<file path="config.mk">
export PLATFORM = sky130hd
export DESIGN_NAME = loop_sequencer_flat
export DESIGN_NICKNAME = d
export VERILOG_FILES = /design/src/rtl/loop_sequencer_pkg.sv /design/src/rtl/loop_sequencer_if.sv /design/src/rtl/loop_stack.sv /design/src/rtl/loop_sequencer.sv /design/src/flat_wrapper.sv
export SDC_FILE = /design/constraint.sdc
export NUM_CORES = 1
export LEC_CHECK = 0
export BUFFER_PORTS_ARGS = -buffer_cell sky130_fd_sc_hd__buf_2
export CORE_ASPECT_RATIO = 1.75
export CORE_MARGIN = 10
export CORE_UTILIZATION = 45
export CTS_CLUSTER_SIZE = 28
export DETAILED_ROUTE_END_ITERATION = 16
export PLACE_DENSITY = 0.72
export RECOVER_POWER = 25
export SYNTH_ARGS = -nofsm -noshare
export SYNTH_HDL_FRONTEND = slang
export SYNTH_SLANG_ARGS = --single-unit
</file>
<file path="constraint.sdc">
create_clock -name clk -period 4.9 [get_ports clk]
set_input_delay 0.98 -clock clk [delete_from_list [all_inputs] [get_ports clk]]
set_output_delay 0.98 -clock clk [all_outputs]
set_load 0.01 [all_outputs]
</file>
<file path="src/rtl/loop_sequencer_pkg.sv">
// Shared types for the BeeF loop sequencer: loop FSM states and program-counter sizing.
package loop_sequencer_pkg;

  localparam int LOOP_PC_W        = 8;
  localparam int LOOP_STACK_DEPTH = 16;
  localparam int LOOP_SKIP_W      = 8;

  typedef logic [LOOP_PC_W-1:0] PROGRAM_COUNTER;

  typedef enum logic [1:0] {
    LS_RUN  = 2'd0,
    LS_SKIP = 2'd1,
    LS_ERR  = 2'd2
  } LOOP_STATE;

endpackage : loop_sequencer_pkg

</file>
<file path="src/rtl/loop_sequencer_if.sv">
// Control-unit <-> loop-sequencer bundle: decoded loop opcodes in, stall/redirect/status out.
interface loop_sequencer_if #(
  parameter int PC_W        = 8,
  parameter int STACK_DEPTH = 16,
  parameter int SKIP_W      = 8
) ();
  import loop_sequencer_pkg::*;

  localparam int DEPTH_W = $clog2(STACK_DEPTH + 1);

  // instr_valid qualifies open_op/close_op/pc/acc_zero for exactly one cycle; there is no
  // back-pressure, the sequencer answers combinationally in the same cycle via stall/pc_load.
  logic               instr_valid;
  logic               open_op;
  logic               close_op;
  logic [PC_W-1:0]    pc;
  logic               acc_zero;
  logic               stall;
  logic               pc_load;
  logic [PC_W-1:0]    pc_target;
  logic [DEPTH_W-1:0] depth;
  logic               error;
  LOOP_STATE          dbg_state;
  logic [SKIP_W-1:0]  dbg_skip_cnt;

  modport master (
    output instr_valid, open_op, close_op, pc, acc_zero,
    input  stall, pc_load, pc_target, depth, error, dbg_state, dbg_skip_cnt
  );

  modport slave (
    input  instr_valid, open_op, close_op, pc, acc_zero,
    output stall, pc_load, pc_target, depth, error, dbg_state, dbg_skip_cnt
  );

endinterface : loop_sequencer_if

</file>
<file path="src/rtl/loop_stack.sv">
// Parameterised LIFO holding open-bracket PCs; push/pop are ignored when full/empty.
module loop_stack #(
  parameter int DEPTH = 16,
  parameter int W     = 8
) (
  input  logic                       clk,
  input  logic                       rst,
  input  logic                       push,
  input  logic                       pop,
  input  logic [W-1:0]               din,
  output logic [W-1:0]               top,
  output logic                       full,
  output logic                       empty,
  output logic [$clog2(DEPTH+1)-1:0] count
);

  localparam int CW = $clog2(DEPTH + 1);
  localparam int AW = (DEPTH > 1) ? $clog2(DEPTH) : 1;

  logic [W-1:0]  mem [DEPTH];
  logic [CW-1:0] cnt_q;
  logic [AW-1:0] wr_idx;
  logic [AW-1:0] rd_idx;

  assign wr_idx = AW'(cnt_q);
  assign rd_idx = AW'(cnt_q - CW'(1));
  assign full   = (cnt_q == CW'(DEPTH));
  assign empty  = (cnt_q == '0);
  assign top    = empty ? '0 : mem[rd_idx];
  assign count  = cnt_q;

  always_ff @(posedge clk or posedge rst) begin
    if (rst) begin
      cnt_q <= '0;
    end else if (push && !full) begin
      cnt_q <= cnt_q + CW'(1);
    end else if (pop && !empty) begin
      cnt_q <= cnt_q - CW'(1);
    end
  end

  // Storage needs no reset: only entries below cnt_q are ever read.
  always_ff @(posedge clk) begin
    if (push && !full) begin
      mem[wr_idx] <= din;
    end
  end

endmodule : loop_stack

</file>
<file path="src/rtl/loop_sequencer.sv">
// BeeF '[' / ']' sequencer: LIFO of open PCs, backward redirects, forward-skip walk with stall.
// Optional LOOP_SEQ_SKIP_CACHE_EN adds a one-entry open->close cache that turns a repeat skip into a redirect.
module loop_sequencer
  import loop_sequencer_pkg::*;
#(
  parameter int PC_W        = LOOP_PC_W,
  parameter int STACK_DEPTH = LOOP_STACK_DEPTH,
  parameter int SKIP_W      = LOOP_SKIP_W
) (
  input  logic           clk,
  input  logic           reset,
  loop_sequencer_if.slave sif
);

  localparam int DEPTH_W = $clog2(STACK_DEPTH + 1);

  LOOP_STATE         state_q, state_d;
  logic [SKIP_W-1:0] skip_q, skip_d;
  logic              error_q;
  logic              err_set;
  logic              push, pop;
  logic              full, empty;
  logic [PC_W-1:0]   top;
  logic [DEPTH_W-1:0] count;
  logic              stall;
  logic              pc_load;
  logic [PC_W-1:0]   pc_target;

`ifdef LOOP_SEQ_SKIP_CACHE_EN
  logic            cache_valid;
  logic [PC_W-1:0] cache_open;
  logic [PC_W-1:0] cache_close;
  logic [PC_W-1:0] skip_pc_q;
  logic            cache_hit;
  logic            cache_fill;

  assign cache_hit = cache_valid && (cache_open == sif.pc);
`endif

  loop_stack #(
    .DEPTH (STACK_DEPTH),
    .W     (PC_W)
  ) u_stack (
    .clk   (clk),
    .rst   (reset),
    .push  (push),
    .pop   (pop),
    .din   (sif.pc),
    .top   (top),
    .full  (full),
    .empty (empty),
    .count (count)
  );

  always_ff @(posedge clk or posedge reset) begin
    if (reset) begin
      state_q <= LS_RUN;
      skip_q  <= '0;
      error_q <= 1'b0;
    end else begin
      state_q <= state_d;
      skip_q  <= skip_d;
      error_q <= error_q | err_set;
    end
  end

  always_comb begin
    state_d   = state_q;
    skip_d    = skip_q;
    err_set   = 1'b0;
    push      = 1'b0;
    pop       = 1'b0;
    stall     = 1'b0;
    pc_load   = 1'b0;
    pc_target = '0;
`ifdef LOOP_SEQ_SKIP_CACHE_EN
    cache_fill = 1'b0;
`endif
    unique case (state_q)
      LS_RUN: begin
        if (sif.instr_valid) begin
          if (sif.open_op && sif.close_op) begin
            err_set = 1'b1;
          end else if (sif.open_op && !sif.acc_zero) begin
            if (full) err_set = 1'b1;
            else      push    = 1'b1;
          end else if (sif.open_op) begin
            stall = 1'b1;
`ifdef LOOP_SEQ_SKIP_CACHE_EN
            if (cache_hit) begin
              pc_load   = 1'b1;
              pc_target = cache_close + PC_W'(1);
            end else begin
              skip_d  = SKIP_W'(1);
              state_d = LS_SKIP;
            end
`else
            skip_d  = SKIP_W'(1);
            state_d = LS_SKIP;
`endif
          end else if (sif.close_op && !sif.acc_zero) begin
            if (empty) begin
              err_set = 1'b1;
            end else begin
              pc_load   = 1'b1;
              pc_target = top + PC_W'(1);
            end
          end else if (sif.close_op) begin
            if (empty) err_set = 1'b1;
            else       pop     = 1'b1;
          end
        end
      end
      LS_SKIP: begin
        stall = 1'b1;
        if (sif.instr_valid) begin
          if (sif.open_op && sif.close_op) begin
            err_set = 1'b1;
          end else if (sif.open_op) begin
            if (skip_q == '1) err_set = 1'b1;
            else              skip_d  = skip_q + SKIP_W'(1);
          end else if (sif.close_op) begin
            skip_d = skip_q - SKIP_W'(1);
            if (skip_q == SKIP_W'(1)) begin
              state_d = LS_RUN;
`ifdef LOOP_SEQ_SKIP_CACHE_EN
              cache_fill = 1'b1;
`endif
            end
          end
        end
      end
      LS_ERR: begin
        stall = 1'b1;
      end
      default: begin
        stall   = 1'b1;
        state_d = LS_ERR;
      end
    endcase
    // Any fault wins: no push/pop/redirect, block the write, latch LS_ERR.
    if (err_set) begin
      state_d   = LS_ERR;
      push      = 1'b0;
      pop       = 1'b0;
      stall     = 1'b1;
      pc_load   = 1'b0;
      pc_target = '0;
    end
  end

`ifdef LOOP_SEQ_SKIP_CACHE_EN
  always_ff @(posedge clk or posedge reset) begin
    if (reset) begin
      cache_valid <= 1'b0;
      cache_open  <= '0;
      cache_close <= '0;
      skip_pc_q   <= '0;
    end else begin
      if (state_q == LS_RUN && state_d == LS_SKIP) begin
        skip_pc_q <= sif.pc;
      end
      if (cache_fill) begin
        cache_valid <= 1'b1;
        cache_open  <= skip_pc_q;
        cache_close <= sif.pc;
      end
    end
  end
`endif

  assign sif.stall        = stall;
  assign sif.pc_load      = pc_load;
  assign sif.pc_target    = pc_target;
  assign sif.depth        = count;
  assign sif.error        = error_q;
  assign sif.dbg_state    = state_q;
  assign sif.dbg_skip_cnt = skip_q;

endmodule : loop_sequencer

</file>
<file path="src/flat_wrapper.sv">
// flat-port wrapper written by rule: the top's interface ports become plain ports
module loop_sequencer_flat import loop_sequencer_pkg::*;
#(
  parameter int PC_W        = LOOP_PC_W,
  parameter int STACK_DEPTH = LOOP_STACK_DEPTH,
  parameter int SKIP_W      = LOOP_SKIP_W
)
  (clk, reset, sif_instr_valid, sif_open_op, sif_close_op, sif_pc, sif_acc_zero, sif_stall, sif_pc_load, sif_pc_target, sif_depth, sif_error, sif_dbg_state, sif_dbg_skip_cnt);
  loop_sequencer_if #(.PC_W(PC_W), .STACK_DEPTH(STACK_DEPTH), .SKIP_W(SKIP_W)) sif_i ();
  input  logic clk;
  input  logic reset;
  input wire logic [$bits(sif_i.instr_valid)-1:0] sif_instr_valid;
  input wire logic [$bits(sif_i.open_op)-1:0] sif_open_op;
  input wire logic [$bits(sif_i.close_op)-1:0] sif_close_op;
  input wire logic [$bits(sif_i.pc)-1:0] sif_pc;
  input wire logic [$bits(sif_i.acc_zero)-1:0] sif_acc_zero;
  output wire logic [$bits(sif_i.stall)-1:0] sif_stall;
  output wire logic [$bits(sif_i.pc_load)-1:0] sif_pc_load;
  output wire logic [$bits(sif_i.pc_target)-1:0] sif_pc_target;
  output wire logic [$bits(sif_i.depth)-1:0] sif_depth;
  output wire logic [$bits(sif_i.error)-1:0] sif_error;
  output wire logic [$bits(sif_i.dbg_state)-1:0] sif_dbg_state;
  output wire logic [$bits(sif_i.dbg_skip_cnt)-1:0] sif_dbg_skip_cnt;
  assign sif_i.instr_valid = sif_instr_valid;
  assign sif_i.open_op = sif_open_op;
  assign sif_i.close_op = sif_close_op;
  assign sif_i.pc = sif_pc;
  assign sif_i.acc_zero = sif_acc_zero;
  assign sif_stall = sif_i.stall;
  assign sif_pc_load = sif_i.pc_load;
  assign sif_pc_target = sif_i.pc_target;
  assign sif_depth = sif_i.depth;
  assign sif_error = sif_i.error;
  assign sif_dbg_state = sif_i.dbg_state;
  assign sif_dbg_skip_cnt = sif_i.dbg_skip_cnt;
  loop_sequencer #(.PC_W(PC_W), .STACK_DEPTH(STACK_DEPTH), .SKIP_W(SKIP_W)) u_core (.clk(clk), .reset(reset), .sif(sif_i));
endmodule
</file>
Word-level counts from Yosys, hierarchy flattened

Memory sizes are Yosys's and may differ from the RTL's.
Index checks and enable logic that the tools add are counted.

$add $sub $neg: 5
Equal/unequal tests: 23
Muxes and demuxes: 75
Bitwise operators: 1
Reductions and logical operators: 14

Operators by type and width:

| cell                                                  | number |
|---|---|
| two-way mux 8 bit                                     | 18 |
| two-way mux 1 bit                                     | 42 |
| inequality test 3 x 2 -> 1 bit, second input constant | 8 |
| two-way mux 2 bit                                     | 10 |
| adder 8 x 1 -> 8 bit, second input constant           | 2 |
| one-hot mux 8 bit (2 select lines)                    | 1 |
| inequality test 2 bit, second input constant          | 6 |
| two-way mux 5 bit                                     | 2 |
| AND reduction 10 bit                                  | 1 |
| AND reduction 9 bit                                   | 1 |
| equality test 8 x 1 -> 1 bit, second input constant   | 1 |
| equality test 8 bit, second input constant            | 1 |
| subtractor 8 x 1 -> 8 bit, second input constant      | 1 |
| inequality test 3 bit, second input constant          | 2 |
| one-hot mux 2 bit (3 select lines)                    | 1 |
| adder 5 x 1 -> 5 bit, second input constant           | 1 |
| equality test 5 bit, second input constant            | 1 |
| logical AND 1 bit                                     | 5 |
| zero test 5 bit                                       | 1 |
| subtractor 5 x 1 -> 5 bit, second input constant      | 1 |
| nonzero test 2 bit                                    | 2 |
| zero test 1 bit                                       | 3 |
| inequality test 3 x 1 -> 1 bit, second input constant | 1 |
| equality test 2 x 1 -> 1 bit, second input constant   | 1 |
| 5 further kinds                                       | 5 |

Flip-flop bits (word level): 16
Memory bits (writable): 128
Bits of input ports: 14
Output and inout port bits: 26
Logic and storage cells: 123
Memories: 1

Memory list:

| memory             | depth | width | read ports | clocked after Yosys merged registers in | write ports | RTL line         | source |
|---|---|---|---|---|---|---|---|
| u_core.u_stack.mem | 16    | 8     | 1          | 0                                       | 1           | loop_stack.sv:20 | `logic [W-1:0] mem [DEPTH];` |

Logic depth before layout (Yosys ltp)

Gate-level depths: netlist of run 1.

Depth after elaboration: 13
Depth in mapped cells: 14
Gate-level depth less buffers: 11

By module

A second synthesis of run 1 with hierarchy kept.

Cells, all modules: 471
Area, all modules: 6533.8 µm²

By module, submodules not included:

| module         | times used | cells an instance | area each (µm²) | seq. area each (µm²) |
|---|---|---|---|---|
| loop_stack     | 1          | 346               | 5542.8          | 3968.8 |
| loop_sequencer | 1          | 125               | 991.0           | 275.3 |

Worst setup path after synthesis of run 1

Ideal clock, no wire load.

Path type: register -> output
From: reg u_core.u_stack.cnt_q[0] (netlist: u_core.u_stack.count[0])
To: out sif_pc_target[6]
Arrival: 3.338 ns
Required time: 3.920 ns
Path slack: 0.582 ns
Stages on the path, launching flop included: 15
Path buffers: 3
Cells stage by stage: dfrtp_1 > buf_4 > buf_4 > inv_1 > ha_1 > buf_1 > mux4_2 > nand2_1 > a21oi_1 > nor2_1 > nor2_1 > ha_1 > inv_1 > or4_1 > a21oi_1

Word-level cells in the longest chain between the ends: 12
Elaborated cells on any way between the ends: 23
Classes of those cells: add/sub: 2; eq/ne: 1; mux: 18; reduce/logical: 1; memory: 1

RTL lines:

| item                      | RTL line              | source |
|---|---|---|
| start, declared           | loop_stack.sv:21      | `logic [CW-1:0] cnt_q;` |
| start signal, assigned    | loop_stack.sv:36      | `cnt_q <= cnt_q + CW'(1);` |
| start signal, assigned    | loop_stack.sv:38      | `cnt_q <= cnt_q - CW'(1);` |
| subtractor 5 x 1 -> 5 bit | --                    |  |
| memory read (16 x 8 bit)  | --                    |  |
| two-way mux 8 bit         | loop_stack.sv:29      | `assign top = empty ? '0 : mem[rd_idx];` |
| adder 8 x 1 -> 8 bit      | loop_sequencer.sv:106 | `pc_target = top + PC_W'(1);` |
| two-way mux 8 bit         | loop_sequencer.sv:102 | `if (empty) begin` |
| two-way mux 8 bit         | loop_sequencer.sv:101 | `end else if (sif.close_op && !sif.acc_zero) begin` |
| two-way mux 8 bit         | loop_sequencer.sv:87  | `end else if (sif.open_op) begin` |
| two-way mux 8 bit         | loop_sequencer.sv:84  | `end else if (sif.open_op && !sif.acc_zero) begin` |
| two-way mux 8 bit         | loop_sequencer.sv:82  | `if (sif.open_op && sif.close_op) begin` |
| two-way mux 8 bit         | loop_sequencer.sv:81  | `if (sif.instr_valid) begin` |
| two-way mux 8 bit         | loop_sequencer.sv:79  | `unique case (state_q)` |
| two-way mux 8 bit *       | loop_sequencer.sv:142 | `if (err_set) begin` |
| end, declared             | flat_wrapper.sv:19    | `output wire logic [$bits(sif_i.pc_target)-1:0] sif_pc_target;` |

Every way passes the cells marked *; elsewhere a longest branch is shown, timed or not.

Worst setup path after layout of run 1

From: reg u_core.u_stack.cnt_q[1] (netlist: u_core.u_stack.count[1])
To: out sif_pc_target[6]

Same word-level chain as after synthesis.

==> results of run 1 <==
critical path, stage by stage (launching register included):
cell	delay, ns
dfrtp_1	0.56
inv_1	0.17
ha_1	0.33
xnor2_1	0.55
nand2_1	0.17
a21oi_1	0.28
nor2_1	0.07
nor2_1	0.09
ha_1	0.15
inv_1	0.08
or4_1	0.52
a21oi_1	0.15
buf_2	0.15
sequential cells by signal (all words and copies together), names as in the netlist:
signal and flops:
u_core.sif.dbg_skip_cnt 8, u_core.sif.error 1, u_core.sif.dbg_state 2, u_core.u_stack.count 5, u_core.u_stack.mem 128
cells in the mapped netlist, types with 2 or more instances:
cell,instances
edfxtp_1,128
mux4_2,35
nand2_1,24
nor2_1,19
dfrtp_1,16
inv_1,13
o21ai_0,12
nand3_1,11
a21oi_1,9
ha_1,9
nor3_1,9
nor4_1,9
and2_1,8
o31ai_1,7
mux2i_1,6
buf_2,5
nand2b_1,5
xnor2_1,5
and3_1,4
o21ai_1,4
buf_1,3
buf_4,3
o211ai_1,3
xor2_1,3
a211oi_1,2
a21o_1,2
a31oi_1,2
a32oi_1,2
and3b_1,2
and4_1,2
buf_6,2
clkbuf_1,2
mux2_2,2
or4_1,2
layer usage:
metal / share of wire / vias up
li1: - / 1698
met1: 0.35 / 1950
met2: 0.57 / 145
met3: 0.049 / 36
met4: 0.034 / 0
met5: 0 / -
power by group:
part           internal [W]  switching (W)
logic              0.000560       0.000671
clock network      0.000701       0.000512
registers           0.00136      0.0000501
layout by cell type (no fill, tap or decap), types with 5 or more instances in the layout:
cell type and instances:
a21oi_1 9, and2_1 8, buf_2 32, buf_4 10, clkbuf_1 7, clkbuf_16 17, clkinvlp_4 5, dfrtp_1 15
edfxtp_1 128, ha_1 9, inv_1 13, mux2i_1 6, mux4_2 35, nand2_1 24, nand2b_1 5, nand3_1 11
nor2_1 19, nor3_1 7, nor4_1 7, o21ai_0 12, o31ai_1 7, xnor2_1 5
how the worst max path moves through the flow:
stage	end	depth (start not counted)
final	sif_pc_target[6]	12
after global routing	sif_pc_target[6]	12
after CTS	sif_pc_target[6]	13
after detailed placement	sif_pc_target[6]	13
after global placement	sif_pc_target[6]	13
after floorplan	sif_pc_target[6]	14
area by class of cell:
| class | count | share of cell area |
|---|---|---|
| clock inverters | 15 | 0.0179 |
| multi-input cells | 224 | 0.283 |
| clock buffers | 17 | 0.0569 |
| repair buffers | 50 | 0.0377 |
| inverters | 14 | 0.00703 |
| well taps | 180 | 0.0301 |
| flip-flops and latches | 144 | 0.568 |
stage by stage:
| step | setup slack, ns | instances | utilization | total power (W) | instance area (µm²) |
|---|---|---|---|---|---|
| after floorplan | 0.582 | 398 | - | 0.00236 | 6480 |
| after global placement | 0.835 | 612 | 0.486 | 0.00264 | 6910 |
| after detailed placement | 0.746 | 612 | 0.486 | 0.00266 | 6910 |
| after CTS | 0.207 | 644 | 0.525 | 0.00387 | 7470 |
| after global routing | 0.00564 | 644 | 0.526 | 0.00402 | 7480 |
| final | 0.250 | 644 | 0.526 | 0.00385 | 7480 |
what timing repair did:
item	in CTS	in global routing
hold endpoints to repair	0	0
endpoints found under the setup margin	0	1
gates resized for setup	0	1
cell families after synthesis:
kind of cell,share of synthesized area
muxes,0.134
xor gates and xnor gates,0.0133
and+or+nand+nor,0.0892
adders and majority gates,0.0174
AOI/OAI and AO/OA,0.0664
buffers and inverters,0.0241
DFF,0.655
==> summary.txt, run 1 <==
Run status
  – Status: complete, no violations

Logic synthesis
  – Synth Flop Type: edfxtp_1
  – Ys Warns: 0
  – Synth top area cells: edfxtp_1 59%, mux4_2 12%, dfrtp_1 6.2%
  – Mapped Nets: 421
  – Post-Syn Area per Cell: 16.3 µm²
  – Ys async rst share: 0.111
  – EDFF count, synth: 128
  – Synth top area share: 0.593
  – Yosys top cell by area: edfxtp_1
  – Sequential fraction of the synthesis area: 0.655
  – Register bit total from synthesis: 144
  – Synth Cell Area: 6480 µm²
  – Cells after Synth: 398
  – Distinct cells, synth: 62

Job
  – Max-cap violation count: 0

Setup path
  – RR Startpoint: u_core.u_stack.count[1]$_DFFE_PP0P_
  – Crit path DAT: 3.67 ns
  – R2R Path End: u_core.u_stack.count[3]$_DFFE_PP0P_
  – Worst-path fanout max: 9
  – Flop2flop setup slack: 2.12 ns
  – Required time worst endpoint: 3.92 ns
  – Critical path class: register to output pin
  – Crit path launch type: register
  – Worst-case reg-to-reg path depth: 8
  – Crit end category: output pin
  – Crit. Startpoint: u_core.u_stack.count[1]$_DFFE_PP0P_

Timing
  – Worst-Margin Slew: 1.06 ns
  – Total negative slack: 0 ns
  – RSZ-0062 raised after global routing: no
  – Upper clock frequency limit: 215 MHz
  – Tmin final: 4.65 ns
  – Final Hold Slack: 0.487 ns
  – Slew margin rel.: 0.290
  – Final hold vios: 0
  – Fin crit share: 0.949
  – Clock Skew: 0.0148 ns
  – Setup-failing EPs final: 0
  – Slew Limit Fails: 0

Drt
  – DR WL/cell: 23.7 µm
  – Post-route ant nets: 0
  – Vias per inst: 5.95
  – # DRC: 0
  – Wirelength, routed: 15200 µm
  – DRT Pass-1 Iters: 5
  – Vias: 3829
  – DR iter-0 viols: 324

Power and ir drop
  – P_leak: 2.56 nW
  – Peak supply drop: 0.000214 V
  – PwrDens: 515 nW/µm²

Floorplan
  – Area of the core: 14200 µm²
  – Initial Util: 0.455
  – Row Count: 58
  – Io pins: 40
  – Die X-Extent: 111 µm
  – Die ar.: 19800 µm²
  – Die height: 179 µm

Clock tree
  – Skew-Pair Late Insertion Delay: 0.42 ns
  – CTS buffer count: 17
  – Clock root cell: clkbuf_16
  – Setup Fix Bufs, Post-CTS: 0
  – CTS HTree Levels: 4
  – CTS tree: yes
  – Clock Path Buffers: 2
  – Clock-pin slew on the worst setup and hold paths: 0.06 ns
  – Hold buffer count at CTS: 0
  – CTS Sinks: 144

GRT
  – Pin count of the biggest net entering global routing: 40
  – Initial antenna violation count: 0
  – GRT Max-Usage Layer: met2
  – Wire length of the first global-routing pass: 23600 µm
  – GRT Util Overall: 0.156
  – Vias in the first global route: 4083
  – M1 GR Usage: 0.147
  – Global route overflow: 0
  – GRT met3 Usage: 0.0439
  – GRT met2 Usage: 0.293

Placement
  – Placer Congestion: 0.919
  – DP Wirelength: 10500 µm
  – I/O Buffers: 39

Min path
  – Hold path cells: 1
  – Worst Hold Class: register to register
  – Hold Crit Endpoint: u_core.sif.error$_DFF_PP0_
  – Hold Startpoint: u_core.sif.error$_DFF_PP0_

Final layout
  – Layout Nets: 474
  – Area of the multi-input gates: 2110 µm²
  – Antenna Cells: 0
  – Share of cells above drive strength 1: 0.267
  – FILL cells: 1133
  – Synth-to-Final Area Change: 15.4%
  – Reg area: 4250 µm²
Power figures use the tool's default switching activity.
==> run 2: changes to the inputs <==
CORE_UTILIZATION = 50   (was 45)
PLACE_DENSITY = 0.8   (was 0.72)
clock period = 4 ns   (was 4.9 ns; I/O delays follow)
==> summary.txt, run 2 (synthesis results as in run 1) <==
Run status
  – Status: complete, no violations

Power and ir drop
  – Peak supply drop: 0.000307 V
  – PwrDens: 667 nW/µm²
  – P_leak: 2.72 nW

Job
  – Max-cap violation count: 0

Clock tree
  – CTS Sinks: 144
  – CTS tree: yes
  – CTS HTree Levels: 4
  – Clock-pin slew on the worst setup and hold paths: 0.06 ns
  – Clock Path Buffers: 2
  – CTS buffer count: 17
  – Clock root cell: clkbuf_16
  – Skew-Pair Late Insertion Delay: 0.42 ns

Final layout
  – Post-Layout Inst Area: 7780 µm²
  – Max reg flops: 128
  – Commonest non-fill, non-tap cells in the layout: 128 x edfxtp_1, 35 x mux4_2, 33 x buf_2
  – Share of cells above drive strength 1: 0.328
  – Antenna Cells: 0
  – Synth-to-Final Area Change: 20.1%
  – Top reg by flops: u_core.u_stack.mem
  – FILL cells: 903
  – Layout Nets: 498
  – Commonest non-fill, non-tap cell in the layout: edfxtp_1

Drt
  – Vias per inst: 6.05
  – Post-route ant nets: 0
  – DRT Pass-1 Iters: 4
  – DR iter-0 viols: 317
  – Vias: 3989
  – DR WL/cell: 24.3 µm
  – # DRC: 0
  – Wirelength, routed: 16000 µm

GRT
  – Initial antenna violation count: 0
  – Wire length of the first global-routing pass: 24400 µm
  – Global route overflow: 0
  – Vias in the first global route: 4172
  – GRT Util Overall: 0.182
  – Pin count of the biggest net entering global routing: 41

Timing
  – Slew Limit Fails: 0
  – Total negative slack: 0 ns
  – Worst-Margin Slew: 0.810 ns
  – Final hold vios: 0
  – Setup-failing EPs final: 0
  – Fin crit share: 0.988
  – RSZ-0062 raised after global routing: yes
  – Final WS setup: 0.0478 ns
  – Slew margin rel.: 0.455
  – Clock Skew: 0.00823 ns
  – Upper clock frequency limit: 253 MHz
  – Tmin final: 3.95 ns

Setup path
  – Crit path DAT: 3.15 ns
  – Crit end category: output pin
  – Worst-path fanout max: 13
  – Critical path class: register to output pin
  – Required time worst endpoint: 3.20 ns
  – Crit path launch type: register

Floorplan
  – Io pins: 40
  – Die X-Extent: 106 µm
  – Area of the core: 12800 µm²
  – Initial Util: 0.506
  – Row Count: 55
  – Die height: 171 µm
  – Die ar.: 18100 µm²

Placement
  – Placer Congestion: 0.892
  – Cell Area, Placed: 6980 µm²
  – I/O Buffers: 39
  – DP Wirelength: 10400 µm
  – Worst slack at placement: 0.361 ns

Min path
  – Worst Hold Class: input pin to asynchronous set/reset pin
run 2: changes by cell type in the layout (fill, tap and decap cells not counted), sizes merged:
cell      previous run  this run
buf                 43        68
clkinvlp             5         4
inv                 18        19
clkinv               5         3
bufinv               1         2
run 2: layout make-up:
class	count	area, µm²	area share
clock inverters	14	155	0.0199
clock buffers	18	429	0.0552
flip-flops and latches	144	4250	0.546
multi-input cells	224	2170	0.279
repair buffers	74	508	0.0653
inverters	14	55.1	0.00708
well taps	171	214	0.0275
run 2: routing by layer:
metal | vias up | share of wire | GRT usage
met5 | - | 0 | 0
met3 | 37 | 0.056 | 0.0516
met4 | 0 | 0.039 | 0.0905
met1 | 2028 | 0.34 | 0.177
met2 | 175 | 0.57 | 0.340
li1 | 1749 | - | -
run 2: power breakdown:
group          leakage [nW]  total (W)  internal, W  switching [W]
Combinational          1.10    0.00190     0.000937       0.000964
Clock                 0.272    0.00156     0.000927       0.000634
Sequential             1.35    0.00173      0.00167      0.0000596
run 2: final timing paths:
kind	startpoint	endpoint	slack, ns	depth (start not counted)
max	u_core.u_stack.count[0]$_DFFE_PP0P_	sif_pc_target[6]	0.05	11
min	reset	u_core.u_stack.count[1]$_DFFE_PP0P_	0.46	2
max reg2reg	u_core.sif.dbg_skip_cnt[0]$_DFFE_PP0P_	u_core.sif.dbg_skip_cnt[7]$_DFFE_PP0P_	1.23	7
min reg2reg	u_core.sif.error$_DFF_PP0_	u_core.sif.error$_DFF_PP0_	0.51	1
max in group asynchronous	reset	u_core.u_stack.count[2]$_DFFE_PP0P_	3.07	2
min in group clk	u_core.sif.error$_DFF_PP0_	u_core.sif.error$_DFF_PP0_	0.51	1
run 2: timing repair:
| item | 4_1_cts | 5_1_grt |
|---|---|---|
| resized for setup | 8 | 12 |
| gates cloned | 1 | 0 |
| hold buffers | 0 | 0 |
| pin swaps | 2 | 6 |
| setup endpoints to repair | 3 | 3 |
| buffers inserted | 5 | 9 |
run 2: worst max-delay path, cell delays in order, from the launching register on:
cell      delay, ns
dfrtp_2        0.44
inv_4          0.10
ha_4           0.24
buf_12         0.16
buf_4          0.14
mux4_2         0.23
o21ai_1        0.10
a211oi_1       0.36
o21bai_2       0.17
or4_1          0.51
a21oi_2        0.12
buf_2          0.15
run 2: per-stage QoR:
stage	hold WS [ns]	power [W]	utilization	std cells
after global routing	0.511	0.00541	0.608	659
after CTS	0.469	0.00504	0.599	650
after detailed placement	0.505	0.00329	0.545	612
after global placement	0.457	0.00326	0.545	612
final	0.462	0.00519	0.608	659
after floorplan	0.513	0.00291	-	398
==> run 3: changes to the inputs <==
RECOVER_POWER = unset   (was 25)
==> summary.txt, run 3 (synthesis results as in run 1) <==
Run status
  – Status: complete, no violations

Placement
  – I/O Buffers: 39
  – Cell Area, Placed: 6980 µm²
  – Placer Congestion: 0.892
  – DP Wirelength: 10400 µm

Clock tree
  – CTS HTree Levels: 4
  – Skew-Pair Late Insertion Delay: 0.42 ns
  – CTS buffer count: 17
  – CTS tree: yes
  – Clock root cell: clkbuf_16
  – Hold buffer count at CTS: 0
  – CTS Sinks: 144
  – Clock Path Buffers: 2
  – Clock-pin slew on the worst setup and hold paths: 0.06 ns

Setup path
  – Crit-path max cell delay: 0.51 ns
  – Worst path bufs/invs: 4
  – Worst-case reg-to-reg path depth: 7
  – Crit path DAT: 3.15 ns
  – Required time worst endpoint: 3.20 ns
  – Crit path cell chain: inv_4, ha_4, buf_12, buf_4, mux4_2, o21ai_1, a211oi_1, o21bai_2, or4_1, a21oi_2, buf_2
  – Crit end category: output pin
  – Top delay family on crit path: compound AO/OA/AOI/OAI gates
  – RR Startpoint: u_core.sif.dbg_skip_cnt[0]$_DFFE_PP0P_
  – Slowest CP cell: or4_1
  – Worst-path fanout max: 13
  – R2R Path End: u_core.sif.dbg_skip_cnt[7]$_DFFE_PP0P_
  – Flop2flop setup slack: 1.23 ns
  – Crit path launch type: register
  – Critical path class: register to output pin

Drt
  – DR WL/cell: 24.2 µm
  – Wirelength, routed: 16000 µm
  – Post-route ant nets: 0
  – Vias per inst: 6.03
  – DRT Pass-1 Iters: 6
  – DR iter-0 viols: 305
  – Vias: 3973
  – # DRC: 0

GRT
  – GRT met2 Usage: 0.340
  – GRT met3 Usage: 0.0516
  – Global route overflow: 0
  – GRT Max-Usage Layer: met2
  – Wire length of the first global-routing pass: 24400 µm
  – GRT Util Overall: 0.182
  – Initial antenna violation count: 0
  – Pin count of the biggest net entering global routing: 41
  – M1 GR Usage: 0.177
  – Vias in the first global route: 4172

Timing
  – Upper clock frequency limit: 253 MHz
  – RSZ-0062 raised after global routing: yes
  – Final hold vios: 0
  – Slew margin rel.: 0.467
  – Tmin final: 3.95 ns
  – Final Hold Slack: 0.464 ns
  – Fin crit share: 0.987
  – Setup-failing EPs final: 0
  – Clock Skew: 0.00736 ns
  – Slew Limit Fails: 0
  – Worst-Margin Slew: 0.792 ns

Final layout
  – Reg area: 4250 µm²
  – Post-Layout Inst Area: 7790 µm²
  – Top reg by flops: u_core.u_stack.mem
  – Share of cells above drive strength 1: 0.340
  – Commonest non-fill, non-tap cells in the layout: 128 x edfxtp_1, 39 x buf_2, 35 x mux4_2
  – Antenna Cells: 0
  – Area of the multi-input gates: 2170 µm²
  – Commonest non-fill, non-tap cell in the layout: edfxtp_1
  – FILL cells: 907
  – Max reg flops: 128
  – Layout Nets: 498
  – Synth-to-Final Area Change: 20.2%

Floorplan
  – Die ar.: 18100 µm²
  – Row Count: 55
  – Initial Util: 0.506
  – Die height: 171 µm
  – Die X-Extent: 106 µm
  – Area of the core: 12800 µm²
  – Io pins: 40

Power and ir drop
  – Peak supply drop: 0.000307 V
  – P_leak: 2.73 nW
  – PwrDens: 667 nW/µm²

Job
  – Max-cap violation count: 0

Min path
  – Worst Hold Class: input pin to asynchronous set/reset pin
run 3: worst max path at each step:
stage,startpoint,end,cells past startpoint
3_3_place_gp,u_core.u_stack.count[0]$_DFFE_PP0P_,sif_pc_target[6],12
4_1_cts,u_core.u_stack.count[0]$_DFFE_PP0P_,sif_pc_target[6],11
5_1_grt,u_core.u_stack.count[0]$_DFFE_PP0P_,sif_pc_target[6],11
6_report,u_core.u_stack.count[0]$_DFFE_PP0P_,sif_pc_target[6],11
3_5_place_dp,u_core.u_stack.count[0]$_DFFE_PP0P_,sif_pc_target[6],13
2_1_floorplan,u_core.u_stack.count[0]$_DFFE_PP0P_,sif_pc_target[6],14
run 3: metrics by stage:
step	setup TNS, ns	worst slack (ns)	total power, W	util	std cells
after global placement	0	0.431	0.00326	0.545	612
after floorplan	0	0.0333	0.00291	-	398
after CTS	0	0.0346	0.00504	0.599	650
after global routing	-0.157	-0.0635	0.00541	0.608	659
final	0	0.0513	0.00519	0.608	659
after detailed placement	0	0.361	0.00329	0.545	612
run 3: final cells by class:
cell class                      count  area share
Sequential cell                   144       0.545
Multi-Input combinational cell    224       0.279
Timing Repair Buffer               74      0.0662
Clock buffer                       18      0.0551
Tap cell                          171      0.0275
Clock inverter                     14      0.0199
Inverter                           14     0.00707
run 3: timing repair:
item	in CTS	in global routing
resized for setup	8	12
pin swaps	2	6
gates cloned	1	0
setup endpoints to repair	3	3
buffers inserted	5	9
run 3: per-layer routing:
layer,part of all wire,vias to the layer above
li1,-,1749
met5,0,-
met4,0.040,0
met1,0.35,2015
met3,0.049,41
met2,0.56,168
run 3: power breakdown:
part / switching (W) / internal, W / total (W)
combinational: 0.000966 / 0.000938 / 0.00190
sequential: 0.0000592 / 0.00167 / 0.00172
clock: 0.000637 / 0.000927 / 0.00156
